**src/rtl/cnn_fc_pkg.sv**
```systemverilog
// -----------------------------------------------------------------------------
// cnn_fc_pkg
// Shared definitions for the CNN-FC accelerator control path.
//   sched_state_t : layer scheduler states
//   LAYER_CONV / LAYER_FC : encoding of the descriptor's layer type bit
// -----------------------------------------------------------------------------
package cnn_fc_pkg;

  typedef enum logic [2:0] {
    IDLE   = 3'd0,
    FETCH  = 3'd1,
    LAUNCH = 3'd2,
    RUN    = 3'd3,
    SWAP   = 3'd4,
    FINISH = 3'd5
  } sched_state_t;

  localparam logic LAYER_CONV = 1'b0;
  localparam logic LAYER_FC   = 1'b1;

endpackage

```
**src/rtl/layer_scheduler_pingpong_base.sv**
```systemverilog
// -----------------------------------------------------------------------------
// pingpong_base
// Holds the ifmap/ofmap base address pair used by the layer engines.
//   clk, rst  : clock, synchronous active-high reset
//   reload_i  : restore the PING/PONG pair (new network run)
//   swap_i    : exchange the two bases (end of a layer)
//   if_base_o : current ifmap base (registered)
//   of_base_o : current ofmap base (registered)
// reload_i takes priority over swap_i.
// -----------------------------------------------------------------------------
module pingpong_base #(
  parameter int ADDRESS_BITS = 6,
  parameter int PING_BASE    = 0,
  parameter int PONG_BASE    = 32
) (
  input  logic                    clk,
  input  logic                    rst,
  input  logic                    reload_i,
  input  logic                    swap_i,
  output logic [ADDRESS_BITS-1:0] if_base_o,
  output logic [ADDRESS_BITS-1:0] of_base_o
);

  localparam logic [ADDRESS_BITS-1:0] PING = ADDRESS_BITS'(PING_BASE);
  localparam logic [ADDRESS_BITS-1:0] PONG = ADDRESS_BITS'(PONG_BASE);

  logic [ADDRESS_BITS-1:0] if_base_q, if_base_d;
  logic [ADDRESS_BITS-1:0] of_base_q, of_base_d;

  // Next-state selection for the base pair
  always_comb begin
    if_base_d = if_base_q;
    of_base_d = of_base_q;
    if (reload_i) begin
      if_base_d = PING;
      of_base_d = PONG;
    end else if (swap_i) begin
      if_base_d = of_base_q;
      of_base_d = if_base_q;
    end else begin
      if_base_d = if_base_q;
      of_base_d = of_base_q;
    end
  end

  // Base pair registers
  always_ff @(posedge clk) begin
    if (rst) begin
      if_base_q <= PING;
      of_base_q <= PONG;
    end else begin
      if_base_q <= if_base_d;
      of_base_q <= of_base_d;
    end
  end

  assign if_base_o = if_base_q;
  assign of_base_o = of_base_q;

endmodule

```
**src/rtl/layer_scheduler.sv**
```systemverilog
// -----------------------------------------------------------------------------
// layer_scheduler
// Walks the network one layer at a time: fetches a descriptor, launches the
// conv or FC engine, waits for that engine's completion, swaps ping-pong bases.
//   clk, rst          : clock, synchronous active-high reset
//   start             : run request (IDLE only); cant_layers latched with it
//   struct_ready      : descriptor valid level; layer_is_fc sampled with it
//   conv_done/fc_done : engine completion pulses
//   next_layer        : one-cycle descriptor advance request
//   start_conv/start_fc : one-cycle engine launch
//   if_base/of_base   : base addresses for the current layer
//   layer_idx         : current layer index
//   busy / done       : run in progress / one-cycle completion pulse
// Optional: define SCHED_WATCHDOG_EN to add parameter WDOG_CYCLES and output
// wdog_err. A stall of WDOG_CYCLES cycles in FETCH or RUN aborts the run.
// -----------------------------------------------------------------------------
module layer_scheduler
  import cnn_fc_pkg::*;
#(
  parameter int ADDRESS_BITS = 6,
  parameter int LAYER_BITS   = 4,
  parameter int PING_BASE    = 0,
  parameter int PONG_BASE    = 32
`ifdef SCHED_WATCHDOG_EN
  ,parameter int WDOG_CYCLES = 4095
`endif
) (
  input  logic                    clk,
  input  logic                    rst,
  input  logic                    start,
  input  logic [LAYER_BITS-1:0]   cant_layers,
  input  logic                    struct_ready,
  input  logic                    layer_is_fc,
  input  logic                    conv_done,
  input  logic                    fc_done,
  output logic                    next_layer,
  output logic                    start_conv,
  output logic                    start_fc,
  output logic [ADDRESS_BITS-1:0] if_base,
  output logic [ADDRESS_BITS-1:0] of_base,
  output logic [LAYER_BITS-1:0]   layer_idx,
  output logic                    busy,
  output logic                    done
`ifdef SCHED_WATCHDOG_EN
  ,output logic                   wdog_err
`endif
);

  sched_state_t          state_q;
  logic [LAYER_BITS-1:0] cant_q;
  logic [LAYER_BITS-1:0] layer_idx_q;
  logic                  type_q;
  logic                  next_layer_q;
  logic                  start_conv_q;
  logic                  start_fc_q;
  logic                  busy_q;
  logic                  done_q;

  logic                  base_reload;
  logic                  base_swap;
  logic                  engine_done;
  logic [LAYER_BITS-1:0] layer_idx_inc;

  // Bases reload on the accepting edge so they are valid alongside next_layer
  assign base_reload   = (state_q == IDLE) && start;
  assign base_swap     = (state_q == SWAP);
  // Only the engine that was launched can end the layer
  assign engine_done   = (type_q == LAYER_FC) ? fc_done : conv_done;
  assign layer_idx_inc = layer_idx_q + LAYER_BITS'(1);

`ifdef SCHED_WATCHDOG_EN
  localparam int WDOG_W = $clog2(WDOG_CYCLES + 1);
  logic [WDOG_W-1:0] wdog_cnt_q;
  logic              wdog_err_q;
  logic              wdog_hit;
  // Counter holds (cycles already spent in state - 1); this edge is the last allowed one
  assign wdog_hit = (wdog_cnt_q == WDOG_W'(WDOG_CYCLES - 1));
`endif

  pingpong_base #(
    .ADDRESS_BITS (ADDRESS_BITS),
    .PING_BASE    (PING_BASE),
    .PONG_BASE    (PONG_BASE)
  ) u_bases (
    .clk       (clk),
    .rst       (rst),
    .reload_i  (base_reload),
    .swap_i    (base_swap),
    .if_base_o (if_base),
    .of_base_o (of_base)
  );

  // Layer sequencing FSM with registered pulse/status outputs
  always_ff @(posedge clk) begin
    if (rst) begin
      state_q      <= IDLE;
      cant_q       <= '0;
      layer_idx_q  <= '0;
      type_q       <= LAYER_CONV;
      next_layer_q <= 1'b0;
      start_conv_q <= 1'b0;
      start_fc_q   <= 1'b0;
      busy_q       <= 1'b0;
      done_q       <= 1'b0;
`ifdef SCHED_WATCHDOG_EN
      wdog_cnt_q   <= '0;
      wdog_err_q   <= 1'b0;
`endif
    end else begin
      // Pulses default low; the counter clears on any state change
      next_layer_q <= 1'b0;
      start_conv_q <= 1'b0;
      start_fc_q   <= 1'b0;
      done_q       <= 1'b0;
`ifdef SCHED_WATCHDOG_EN
      wdog_cnt_q   <= '0;
`endif
      case (state_q)
        IDLE: begin
          if (start) begin
            busy_q      <= 1'b1;
            layer_idx_q <= '0;
`ifdef SCHED_WATCHDOG_EN
            wdog_err_q  <= 1'b0;
`endif
            if (cant_layers != {LAYER_BITS{1'b0}}) begin
              cant_q       <= cant_layers;
              next_layer_q <= 1'b1;
              state_q      <= FETCH;
            end else begin
              state_q <= FINISH;
            end
          end
        end
        FETCH: begin
          if (struct_ready) begin
            // Launch pulse is raised on entry so it is visible during LAUNCH
            type_q       <= layer_is_fc;
            start_fc_q   <= layer_is_fc;
            start_conv_q <= ~layer_is_fc;
            state_q      <= LAUNCH;
          end
`ifdef SCHED_WATCHDOG_EN
          else if (wdog_hit) begin
            wdog_err_q <= 1'b1;
            state_q    <= FINISH;
          end else begin
            wdog_cnt_q <= wdog_cnt_q + WDOG_W'(1);
          end
`endif
        end
        LAUNCH: begin
          // A done arriving alongside the launch pulse is deliberately not looked at
          state_q <= RUN;
        end
        RUN: begin
          if (engine_done) begin
            state_q <= SWAP;
          end
`ifdef SCHED_WATCHDOG_EN
          else if (wdog_hit) begin
            wdog_err_q <= 1'b1;
            state_q    <= FINISH;
          end else begin
            wdog_cnt_q <= wdog_cnt_q + WDOG_W'(1);
          end
`endif
        end
        SWAP: begin
          layer_idx_q <= layer_idx_inc;
          if (layer_idx_inc == cant_q) begin
            state_q <= FINISH;
          end else begin
            next_layer_q <= 1'b1;
            state_q      <= FETCH;
          end
        end
        FINISH: begin
          done_q  <= 1'b1;
          busy_q  <= 1'b0;
          state_q <= IDLE;
        end
        default: begin
          state_q <= IDLE;
        end
      endcase
    end
  end

  assign next_layer = next_layer_q;
  assign start_conv = start_conv_q;
  assign start_fc   = start_fc_q;
  assign layer_idx  = layer_idx_q;
  assign busy       = busy_q;
  assign done       = done_q;
`ifdef SCHED_WATCHDOG_EN
  assign wdog_err   = wdog_err_q;
`endif

endmodule

```
**config.mk**
```make
export PLATFORM = sky130hd
export DESIGN_NAME = layer_scheduler
export DESIGN_NICKNAME = d
export VERILOG_FILES = /design/src/rtl/cnn_fc_pkg.sv /design/src/rtl/layer_scheduler_pingpong_base.sv /design/src/rtl/layer_scheduler.sv
export SDC_FILE = /design/constraint.sdc
export NUM_CORES = 1
export LEC_CHECK = 0
export ABC_AREA = 0
export CAP_MARGIN = 40
export CORE_MARGIN = 2
export CORE_UTILIZATION = 40
export DETAILED_ROUTE_END_ITERATION = 16
export PLACE_DENSITY_LB_ADDON = 0.15
export SETUP_SLACK_MARGIN = 0.05
export SYNTH_ARGS = -nofsm -noshare
export SYNTH_HDL_FRONTEND = slang
export SYNTH_SLANG_ARGS = --single-unit
```
**constraint.sdc**
```tcl
create_clock -name clk -period 3.9 [get_ports clk]
set_clock_uncertainty 0.1 [all_clocks]
set_input_delay 0.78 -clock clk [delete_from_list [all_inputs] [get_ports clk]]
set_output_delay 0.78 -clock clk [all_outputs]
set_load 0.02 [all_outputs]
```
==> out/metrics.yaml <==
status: "finished, final reports clean"
drv_slew: 0
rows: 20
drv_cap: 0
synth_cell_types: 35
power.leakage_nw: 0.568
cp-start-kind: "register"
rsz0062_at_grt: "no"
drive_above_1_share: 0.0800
grt_pass1_wl_mm: 4.61
synth_top_area_cell: "dfxtp_1"
crit_fanout: 6
synth.area.mux_share: 0.0170
viasPerCell: 5.32
fp.dieH_um: 59.9
worst_path_max_delay_cell: "clkdlybuf4s50_1"
crit_family: "buffers and inverters"
finalCritPeriodShare: 0.592
fmax_ghz: 0.433
seqCellArea_um2: 581
clock_sinks: 29
ys_ff_latch: 29
h-tree-depth: 2
drtAntennaViolNets: 0
grt_pass1_vias: 1033
grt_remaining_overflow: 0
synth-edff-count: 0
routedWlPerCell_um: 12.4
worstSetupPathType: "register to primary output"
core_area_mm2: 0.00300
period_needed_ns: 2.31
final_cells: 208
r2r-end: "layer_idx[0]"
cp_num_buf_inv: 1
synthMostInstantiatedCell: "nand2_1"
cts-resized-gates: 0
postLayoutSetupSlackWorst_ns: 1.59
multiInputGateArea_um2: 617
drt-total-wl_mm: 2.57
critPathMaxStageDelay_ns: 0.65
setup_viol: 0
clk_latency_ns: 0.33
relSlewSlack: 0.525
synth_area_leaders: "dfxtp_1 (46%), nand2_1 (11%), a21oi_1 (7.6%)"
fp.dieW_um: 59.9
boundaryPins: 32
yosys.area_share.simple: 0.262
worst_pin_slew_ns: 0.710
clk_pin_slew_ns: 0.10
synth_compound_gate_area_share: 0.162
n_antenna_cell: 0
synth_top_family_by_area: "simple AND/OR/NAND/NOR gates"
netlist.area_leader.share: 0.464
synth_ff_type: "dfxtp_1"
drtIter0Drc: 54
crit_path_start: "layer_idx[2]"
drt-pass1-iter-count: 4
endpoint_kind: "primary output"
ys_warn_count: 0
power.total_mw: 0.690
vias: 1106
area_delta_synth_final_pct: 32.4
fin_setup_tns_ns: 0
synthXorXnorAreaFrac: 0.0420
netlist_area_mm2: 0.00125
synthArstFlopShare: 0
hpwl_mm: 1.82
ys_seq_area_frac: 0.464
dieArea_mm2: 0.00359
rrSetupSlack_ns: 2.09
placed_area_mm2: 0.00155
r2r_start: "state_q[2]"
power_density_mw_per_mm2: 417
syn_inst: 145
hold_viol_final: 0
syn_area_per_cell_um2: 8.62
antenna_found_initial: 0
syn-num-nets: 157
globalplace.congestion: 0.735
crit_cells: 1
clockBufferDepth: 2
whs_path_depth: 2
start_util: 0.416
grt_max_degree: 20
crit_arrival_ns: 1.43
track_usage: 0.173
path_cells: "clkdlybuf4s50_1"
rr_worst_depth: 4
cts_tree: "built"
fin_nets: 186
cp_data_required_time_ns: 3.02
synth_common_cells: "nand2_1 (35), dfxtp_1 (29), a21oi_1 (19), nor2_1 (8), buf_2 (6)"
fillers: 288
post_cts_buffers: 0
drc: 0
cp-endpoint: "layer_idx[2]"
placedCellCount: 200
cts_buffers: 5
ir_drop_v: 0.000246
io_buffers: 31
postCtsHoldBufs: 0
cts-root-buf: "clkbuf_4"
pre_cts_ws_ns: 1.35
synth-adder-area-share: 0.0100
min_path_type: "register to register"
final_cell_area_mm2: 0.00166
## report_power, final
part | internal (mW) | total, mW | switching, mW | leakage [nW]
registers | 0.305 | 0.317 | 0.0124 | 0.235
logic | 0.0313 | 0.0628 | 0.0315 | 0.277
clock network | 0.198 | 0.310 | 0.112 | 0.0552
total | 0.534 | 0.690 | 0.156 | 0.568
## cell type report
cell class | count | share of cell area
sequential | 29 | 0.351
inverter | 1 | 0.00227
clock inverter | 3 | 0.0393
multi-input combinational | 106 | 0.373
tap | 33 | 0.0249
clock buffer | 5 | 0.0227
timing repair buffer | 31 | 0.187
## layout by cell type (no fill, tap or decap), types with 2 or more instances in the layout
cell	count
nand2_1	35
clkdlybuf4s50_1	31
dfxtp_1	29
a21oi_1	19
nor2_1	8
o21ai_0	5
clkbuf_4	5
xnor2_1	4
nand3b_1	3
nor4_1	3
nor4b_1	2
nor2b_1	2
and2_1	2
xor2_1	2
or3_1	2
a22oi_1	2
bufinv_16	2
## sequential cells by signal (all words and copies together), names as in the netlist
signal and flops:
type_q 1, done 1, cant_q 4, u_bases.of_base_o 6
start_fc 1, u_bases.if_base_o 6, state_q 3, busy 1
start_conv 1, layer_idx 4, next_layer 1
## how the worst min path moves through the flow
| stage | to | startpoint | slack (ns) |
|---|---|---|---|
| 6_report | u_bases.of_base_o[1] | u_bases.if_base_o[1] | 0.36 |
| 5_1_grt | u_bases.of_base_o[1] | u_bases.if_base_o[1] | 0.41 |
| 4_1_cts | u_bases.of_base_o[1] | u_bases.if_base_o[1] | 0.37 |
| 3_5_place_dp | u_bases.of_base_o[2] | u_bases.if_base_o[2] | 0.37 |
| 3_3_place_gp | u_bases.of_base_o[1] | u_bases.if_base_o[1] | 0.35 |
| 2_1_floorplan | cant_q[0] | cant_q[0] | 0.35 |
## stage by stage
step | utilization | hold slack [ns]
5_1_grt | 0.551 | 0.406
4_1_cts | 0.551 | 0.370
2_1_floorplan | - | 0.348
3_3_place_gp | 0.517 | 0.350
3_5_place_dp | 0.517 | 0.368
6_report | 0.551 | 0.361
## cells by family after synthesis
family,count (synthesis)
adders and majority gates,1
buffers and inverters,10
xor gates and xnor gates,6
DFF,29
muxes,2
and+or+nand+nor,64
AOI/OAI and AO/OA,33
## per-layer routing
layer	up-vias	wire length, µm	global-route usage
met5	-	0	0
met4	0	42	0.0667
met3	7	152	0.0649
met2	31	1190	0.242
met1	512	1190	0.240
li1	556	-	-
Power figures use the tool's default switching activity.
